[src/rtl/calc2_pkg.sv]
// calc2_pkg: shared types, constants and ALU helper for the CALC2 responder
package calc2_pkg;
  localparam int NUM_PORTS = 4;
  localparam int PW = $clog2(NUM_PORTS);
  typedef logic [0:31] word_t;
  typedef enum logic [0:3] {CMD_NOP = 4'd0, CMD_ADD = 4'd1, CMD_SUB = 4'd2, CMD_SHL = 4'd5, CMD_SHR = 4'd6} cmd_e;
  typedef enum logic [0:1] {RESP_NONE = 2'd0, RESP_OK = 2'd1, RESP_ERR = 2'd2} resp_e;
  typedef enum logic {CAP_IDLE, CAP_OP2} cap_e;
  typedef struct packed {
    logic [0:3] cmd;
    logic [0:1] tag;
    word_t      op1;
    word_t      op2;
  } req_t;
  typedef struct packed {
    resp_e resp;
    word_t data;
  } res_t;
  typedef struct packed {
    logic          vld;
    logic [PW-1:0] port;
    logic [0:1]    tag;
    resp_e         resp;
    word_t         data;
  } pipe_t;
  // cmd stays a raw nibble so undefined encodings fall into the error arm
  function automatic res_t alu(input req_t r);
    logic [32:0] sum;
    sum = {1'b0, r.op1} + {1'b0, r.op2};
    case (r.cmd)
      CMD_ADD: alu = sum[32] ? res_t'{RESP_ERR, '0} : res_t'{RESP_OK, sum[31:0]};
      CMD_SUB: alu = (r.op1 < r.op2) ? res_t'{RESP_ERR, '0} : res_t'{RESP_OK, r.op1 - r.op2};
      CMD_SHL: alu = res_t'{RESP_OK, r.op1 << r.op2[27:31]};
      CMD_SHR: alu = res_t'{RESP_OK, r.op1 >> r.op2[27:31]};
      default: alu = res_t'{RESP_ERR, '0};
    endcase
  endfunction
endpackage

[src/rtl/calc2_if.sv]
// calc2_if: four-port CALC2 request/response bundle
interface calc2_if;
  import calc2_pkg::*;
  logic [0:3] req_cmd_in  [NUM_PORTS];
  word_t      req_data_in [NUM_PORTS];
  logic [0:1] req_tag_in  [NUM_PORTS];
  logic [0:1] out_resp    [NUM_PORTS];
  word_t      out_data    [NUM_PORTS];
  logic [0:1] out_tag     [NUM_PORTS];
  logic [0:3] proto_err;
  modport master (
    output req_cmd_in, req_data_in, req_tag_in,
    input  out_resp, out_data, out_tag, proto_err
  );
  modport slave (
    input  req_cmd_in, req_data_in, req_tag_in,
    output out_resp, out_data, out_tag, proto_err
  );
endinterface

[src/rtl/calc2_port_fifo.sv]
// calc2_port_fifo: two-cycle request capture feeding a DEPTH-entry request FIFO
module calc2_port_fifo import calc2_pkg::*; #(
  parameter int DEPTH = 4
) (
  input  logic       c_clk,
  input  logic       reset,
  input  logic [0:3] cmd_i,
  input  word_t      data_i,
  input  logic [0:1] tag_i,
  input  logic       pop_i,
  output logic       valid_o,
  output req_t       head_o,
  output logic       drop_o
);
  localparam int AW = DEPTH > 1 ? $clog2(DEPTH) : 1;
  localparam int CW = $clog2(DEPTH + 1);
  cap_e state_q, state_d;
  logic [0:3] cmd_q;
  logic [0:1] tag_q;
  word_t op1_q;
  logic [AW-1:0] rd_q, rd_d, wr_q, wr_d;
  logic [CW-1:0] cnt_q, cnt_d;
  req_t mem_q [DEPTH];
  logic push, full, do_push, do_pop;
  always_ff @(posedge c_clk or posedge reset)
    if (reset) state_q <= CAP_IDLE;
    else state_q <= state_d;
  always_comb state_d = (state_q == CAP_IDLE && cmd_i != '0) ? CAP_OP2 : CAP_IDLE;
  // full is judged on the pre-edge count, so a same-cycle pop cannot rescue a push
  always_comb begin
    push = state_q == CAP_OP2;
    full = cnt_q == CW'(DEPTH);
    do_push = push && !full;
    do_pop = pop_i && cnt_q != '0;
    drop_o = push && full;
    valid_o = cnt_q != '0;
    head_o = mem_q[rd_q];
    wr_d = do_push ? (wr_q == AW'(DEPTH - 1) ? '0 : wr_q + 1'b1) : wr_q;
    rd_d = do_pop ? (rd_q == AW'(DEPTH - 1) ? '0 : rd_q + 1'b1) : rd_q;
    cnt_d = cnt_q + CW'(do_push) - CW'(do_pop);
  end
  always_ff @(posedge c_clk or posedge reset)
    if (reset) begin
      cmd_q <= '0;
      tag_q <= '0;
      op1_q <= '0;
      rd_q <= '0;
      wr_q <= '0;
      cnt_q <= '0;
    end else begin
      if (state_q == CAP_IDLE) begin
        cmd_q <= cmd_i;
        tag_q <= tag_i;
        op1_q <= data_i;
      end
      rd_q <= rd_d;
      wr_q <= wr_d;
      cnt_q <= cnt_d;
    end
  always_ff @(posedge c_clk)
    if (do_push) mem_q[wr_q] <= req_t'{cmd_q, tag_q, op1_q, data_i};
endmodule

[src/rtl/calc2_responder.sv]
// calc2_responder: four request FIFOs round-robin onto one pipelined ALU with tagged responses
module calc2_responder import calc2_pkg::*; #(
  parameter int ALU_LAT    = 2,
  parameter int FIFO_DEPTH = 4
) (
  input logic   c_clk,
  input logic   reset,
  calc2_if.slave bus
);
  logic [0:NUM_PORTS-1] valid, pop, drop, err_q, err_d;
  req_t head [NUM_PORTS];
  logic gnt_any, hit;
  logic [PW-1:0] gnt_idx, cand, ptr_q, ptr_d;
  res_t res;
  pipe_t issue, last;
  pipe_t pipe_q [ALU_LAT];
  logic [0:1] resp_q [NUM_PORTS], resp_d [NUM_PORTS];
  word_t data_q [NUM_PORTS], data_d [NUM_PORTS];
  logic [0:1] tag_q [NUM_PORTS], tag_d [NUM_PORTS];
  for (genvar p = 0; p < NUM_PORTS; p++) begin : g_port
    calc2_port_fifo #(.DEPTH(FIFO_DEPTH)) u_fifo (
      .c_clk   (c_clk),
      .reset   (reset),
      .cmd_i   (bus.req_cmd_in[p]),
      .data_i  (bus.req_data_in[p]),
      .tag_i   (bus.req_tag_in[p]),
      .pop_i   (pop[p]),
      .valid_o (valid[p]),
      .head_o  (head[p]),
      .drop_o  (drop[p])
    );
    assign bus.out_resp[p] = resp_q[p];
    assign bus.out_data[p] = data_q[p];
    assign bus.out_tag[p] = tag_q[p];
  end
  assign bus.proto_err = err_q;
  // scan from the far end so the candidate closest to the pointer wins
  always_comb begin
    gnt_any = 1'b0;
    gnt_idx = ptr_q;
    cand = '0;
    for (int k = NUM_PORTS - 1; k >= 0; k--) begin
      cand = ptr_q + PW'(k);
      if (valid[cand]) begin
        gnt_any = 1'b1;
        gnt_idx = cand;
      end
    end
    pop = '0;
    pop[gnt_idx] = gnt_any;
    ptr_d = gnt_any ? gnt_idx + 1'b1 : ptr_q;
    res = alu(head[gnt_idx]);
    issue = pipe_t'{gnt_any, gnt_idx, head[gnt_idx].tag, res.resp, res.data};
  end
  always_comb begin
    last = pipe_q[ALU_LAT-1];
    hit = 1'b0;
    for (int i = 0; i < NUM_PORTS; i++) begin
      hit = last.vld && last.port == PW'(i);
      resp_d[i] = hit ? last.resp : RESP_NONE;
      data_d[i] = hit ? last.data : '0;
      tag_d[i] = hit ? last.tag : '0;
    end
    err_d = err_q | drop;
  end
  always_ff @(posedge c_clk or posedge reset)
    if (reset) begin
      ptr_q <= '0;
      err_q <= '0;
      for (int i = 0; i < ALU_LAT; i++) pipe_q[i] <= '0;
      for (int i = 0; i < NUM_PORTS; i++) begin
        resp_q[i] <= '0;
        data_q[i] <= '0;
        tag_q[i] <= '0;
      end
    end else begin
      ptr_q <= ptr_d;
      err_q <= err_d;
      pipe_q[0] <= issue;
      for (int i = 1; i < ALU_LAT; i++) pipe_q[i] <= pipe_q[i-1];
      resp_q <= resp_d;
      data_q <= data_d;
      tag_q <= tag_d;
    end
endmodule
[src/flat_wrapper.sv]
// flat-port wrapper written by rule: the top's interface ports become plain ports
module calc2_responder_flat import calc2_pkg::*;
#(
  parameter int ALU_LAT    = 2,
  parameter int FIFO_DEPTH = 4
)
  (c_clk, reset, bus_req_cmd_in, bus_req_data_in, bus_req_tag_in, bus_out_resp, bus_out_data, bus_out_tag, bus_proto_err);
  calc2_if bus_i ();
  input logic c_clk;
  input logic reset;
  input wire logic [$bits(bus_i.req_cmd_in)-1:0] bus_req_cmd_in;
  input wire logic [$bits(bus_i.req_data_in)-1:0] bus_req_data_in;
  input wire logic [$bits(bus_i.req_tag_in)-1:0] bus_req_tag_in;
  output wire logic [$bits(bus_i.out_resp)-1:0] bus_out_resp;
  output wire logic [$bits(bus_i.out_data)-1:0] bus_out_data;
  output wire logic [$bits(bus_i.out_tag)-1:0] bus_out_tag;
  output wire logic [$bits(bus_i.proto_err)-1:0] bus_proto_err;
  assign bus_i.req_cmd_in = {>>{bus_req_cmd_in}};
  assign bus_i.req_data_in = {>>{bus_req_data_in}};
  assign bus_i.req_tag_in = {>>{bus_req_tag_in}};
  assign bus_out_resp = {>>{bus_i.out_resp}};
  assign bus_out_data = {>>{bus_i.out_data}};
  assign bus_out_tag = {>>{bus_i.out_tag}};
  assign bus_proto_err = bus_i.proto_err;
  calc2_responder #(.ALU_LAT(ALU_LAT), .FIFO_DEPTH(FIFO_DEPTH)) u_core (.c_clk(c_clk), .reset(reset), .bus(bus_i));
endmodule
[config.mk]
export PLATFORM = sky130hd
export DESIGN_NAME = calc2_responder_flat
export DESIGN_NICKNAME = d
export VERILOG_FILES = /design/src/rtl/calc2_pkg.sv /design/src/rtl/calc2_if.sv /design/src/rtl/calc2_port_fifo.sv /design/src/rtl/calc2_responder.sv /design/src/flat_wrapper.sv
export SDC_FILE = /design/constraint.sdc
export NUM_CORES = 2
export LEC_CHECK = 0
export ABC_AREA = 0
export BUFFER_PORTS_ARGS = -buffer_cell sky130_fd_sc_hd__clkbuf_2
export CORE_MARGIN = 2
export CORE_UTILIZATION = 55
export CTS_CLUSTER_DIAMETER = 200
export CTS_CLUSTER_SIZE = 8
export DETAILED_ROUTE_END_ITERATION = 6
export PLACE_DENSITY = 0.75
export RECOVER_POWER = 25
export SYNTH_ARGS = -nofsm -noshare
export SYNTH_HDL_FRONTEND = slang
export SYNTH_SLANG_ARGS = --single-unit
[constraint.sdc]
create_clock -name c_clk -period 11.5 [get_ports c_clk]
set_input_delay 1.15 -clock c_clk [delete_from_list [all_inputs] [get_ports c_clk]]
set_output_delay 1.15 -clock c_clk [all_outputs]
set_load 0.1 [all_outputs]
==> impl_metrics.csv <==
group,metric,value,unit
outcome,status,"finished, final reports clean",
route,drt-met1-wl,69400,um
die,die_w,345,um
route,wl_per_cell,30.3,um
die,die_h,345,um
run,cap_viol_max_count,0,
hold_path,hold_path_class,"register to register",
clock_network,cts.sinks,1532,
global_route,grt_pass1_vias,36800,
finish,final_cell_mix,"edfxtp_1 (1,120), dfrtp_1 (400), mux2i_1 (296), mux4_2 (280), clkbuf_1 (234)",
finish,layout.cells.most_common,"edfxtp_1",
clock_network,clk_latency,0.82,ns
finish,layout-drive-gt1-share,24.3,%
placement,gp_congestion,0.975,
die,rows,125,
timing,fin_hold_ws,0.347,ns
finish,stdcell_area,73400,sq um
clock_network,clk_pin_slew,0.08,ns
synthesis,syn-num-nets,3955,
timing,hold_violations,0,
global_route,grt-ovfl-total,0,
synthesis,synth_edf_count,1120,
setup_path,crit_type,"register to register",
synthesis,syn_area,64000,sq um
timing,slew_headroom,11.1,%
route,drt_iter0_drc,4334,
clock_network,holdBufCountCts,0,
die,initial_core_util,55.3,%
die,fp.dieArea,119000,sq um
clock_network,cts_setup_buffers,0,
synthesis,yosysSeqAreaShare,68.6,%
global_route,grt_max_degree,77,
clock_network,cts_root_buffer,"clkbuf_16",
timing,fmax,0.119,GHz
setup_path,crit_fanout,60,
placement,hpwl,115000,um
timing,finalSetupTns,0,ns
timing,rsz0062_at_grt,"no",
global_route,grt_pass1_wl,256000,um
synthesis,yosysUniqueCellTypes,86,
timing,finalCriticalPeriod,8.40,ns
timing,maxSlewViolCount,0,
route,routed.top_layer,"met5",
clock_network,cts_tree,"done",
setup_path,cp-end-kind,"register",
clock_network,htree_num_levels,4,
finish,nets,4343,
setup_path,arrival,9.10,ns
setup_path,cp-start-kind,"register",
synthesis,synth_area_leaders,"edfxtp_1 (53%), dfrtp_1 (16%), mux4_2 (9.8%), mux2i_1 (4.7%), mux2_2 (2.9%)",
route,firstDrtPassIters,5,
route,drc,0,
placement,portBuffers,301,
global_route,track_usage,29.5,%
timing,timing.final.crit_share,73.0,%
route,dr_total_vias,36400,
clock_network,cts_buffers,209,
route,route.met2.wl,84300,um
timing,setup_viol,0,
die,fp.coreArea,116000,sq um
clock_network,clockBufferDepth,3,
setup_path,cp_data_required_time,12.20,ns
route,wl,175000,um
clock_network,cts_resized,0,
placement,placed_area,67300,sq um
synthesis,yosysTopAreaCellShare,52.5,%
synthesis,ys_ff_latch,1532,
synthesis,ys.flop_type,"edfxtp_1",
timing,clock_skew,0.0637,ns
synthesis,yosys.area.top_type,"edfxtp_1",
synthesis,ys_async_sr_fraction,26.9,%
route,wl_met3,13800,um
route,drtAntennaViolNets,0,
synthesis,syn-instance-count,3697,
synthesis,yosys_warnings,0,
global_route,grt_antenna_before_repair,18,
die,ios,302,
finish,area_growth_syn_to_layout,14.6,%
timing,tightest_slew,1.30,ns
route,vias_per_cell,6.30,
synthesis,postSynthAreaPerCell,17.3,sq um
[cell usage after synthesis, types with 8 or more instances]
| library cell | n |
|---|---|
| nand2b_1 | 22 |
| nor4_1 | 14 |
| a211oi_1 | 14 |
| a21oi_1 | 113 |
| a31oi_1 | 8 |
| nand3_1 | 37 |
| mux2i_1 | 298 |
| and2_1 | 157 |
| nand2_1 | 114 |
| a22oi_1 | 30 |
| edfxtp_1 | 1120 |
| a221o_1 | 18 |
| inv_1 | 94 |
| nor3_1 | 23 |
| o221ai_1 | 17 |
| or3_1 | 16 |
| ha_1 | 98 |
| a221oi_1 | 18 |
| clkbuf_1 | 100 |
| xnor2_1 | 9 |
| a21o_1 | 30 |
| o21a_1 | 10 |
| o21ai_0 | 54 |
| o211ai_1 | 13 |
| o22ai_1 | 19 |
| nand4_1 | 12 |
| buf_4 | 9 |
| and3_1 | 25 |
| buf_2 | 41 |
| buf_1 | 38 |
| mux4_2 | 280 |
| a22o_1 | 8 |
| a211o_1 | 13 |
| o31ai_1 | 8 |
| o21bai_1 | 23 |
| nor2_1 | 100 |
| mux2_2 | 166 |
| dfrtp_1 | 412 |
[stage by stage]
| stage | instances | worst slack, ns | utilization (%) |
|---|---|---|---|
| floorplan | 3697 | 4.80 | - |
| global placement | 5398 | 3.57 | 58.1 |
| detailed placement | 5398 | 3.44 | 58.1 |
| CTS | 5770 | 3.40 | 63.4 |
| global route | 5773 | 2.81 | 63.3 |
| finish | 5775 | 3.10 | 63.3 |
[logic make-up (layout without fill, tap and decap cells)]
logic type               Yosys count  in the layout  share of synthesized area, %
other                              0              5                             0
XOR/XNOR                          13             13                         0.178
AO/OA/AOI/OAI                    467            467                          5.21
multiplexers                     748            748                          17.5
flip-flops                      1532           1532                          68.6
buffers and inverters            294            843                          1.96
AND/OR/NAND/NOR                  539            539                          4.38
adder cells (fa/ha/maj)          104            104                          2.10
[worst max-delay path, stage by stage, from the launching register on]
cell	delay, ns
dfrtp_1	0.44
or3_1	0.48
o221ai_2	0.23
a32oi_4	0.16
inv_8	0.59
buf_4	0.88
mux2i_1	0.21
mux2i_1	0.85
ha_1	0.44
o21a_1	0.20
o21ai_0	0.17
a21oi_1	0.39
a21o_1	0.22
a21oi_1	0.10
o41ai_1	0.95
a41oi_2	0.73
buf_4	0.47
a221o_1	0.37
a221o_1	0.35
[metal layers]
layer	up-vias	track usage [%]
li1	15300	-
met1	18800	40.5
met2	1894	46.8
met3	322	5.42
met4	18	12.6
met5	-	0
[flip-flops by register name, indices dropped and copies added, names as in the netlist]
register and cells:
u_core.g_port.u_fifo.rd_q 8, u_core.g_port.u_fifo.op1_q 128, u_core.pipe_q 39, u_core.g_port.u_fifo.tag_q 8, u_core.bus.out_data 128, u_core.g_port.u_fifo.mem_q 1120
u_core.g_port.u_fifo.cnt_q 12, u_core.ptr_q 2, u_core.bus.out_resp 8, u_core.g_port.u_fifo.wr_q 8, u_core.g_port.u_fifo.push 4, u_core.bus.proto_err 4
u_core.last 39, u_core.bus.out_tag 8, u_core.g_port.u_fifo.cmd_q 16
[final timing paths]
check / to / depth (start not counted) / start / slack (ns)
worst max register to register: u_core.pipe_q[55] / 18 / u_core.g_port[3].u_fifo.cnt_q[1] / 3.10
worst max-delay path: u_core.pipe_q[55] / 18 / u_core.g_port[3].u_fifo.cnt_q[1] / 3.10
max in group asynchronous: u_core.g_port[1].u_fifo.op1_q[30] / 4 / reset / 8.84
worst min register to register: u_core.last[36] / 0 / u_core.pipe_q[75] / 0.35
worst min-delay path: u_core.last[36] / 0 / u_core.pipe_q[75] / 0.35
min in group asynchronous: u_core.g_port[1].u_fifo.wr_q[0] / 2 / reset / 0.49
[layout make-up]
type	count	area [sq um]
inverters	98	379
multi-input cells	1871	19000
clock inverters	16	412
diodes	5	12.5
fillers	8011	42500
flip-flops and latches	1532	44000
repair buffers	373	1940
clock buffers	356	5780
well taps	1524	1910
Power is left out: the tool's default activity adds up to more than one toggle a clock period on the data nets, which glitch-free logic cannot reach.
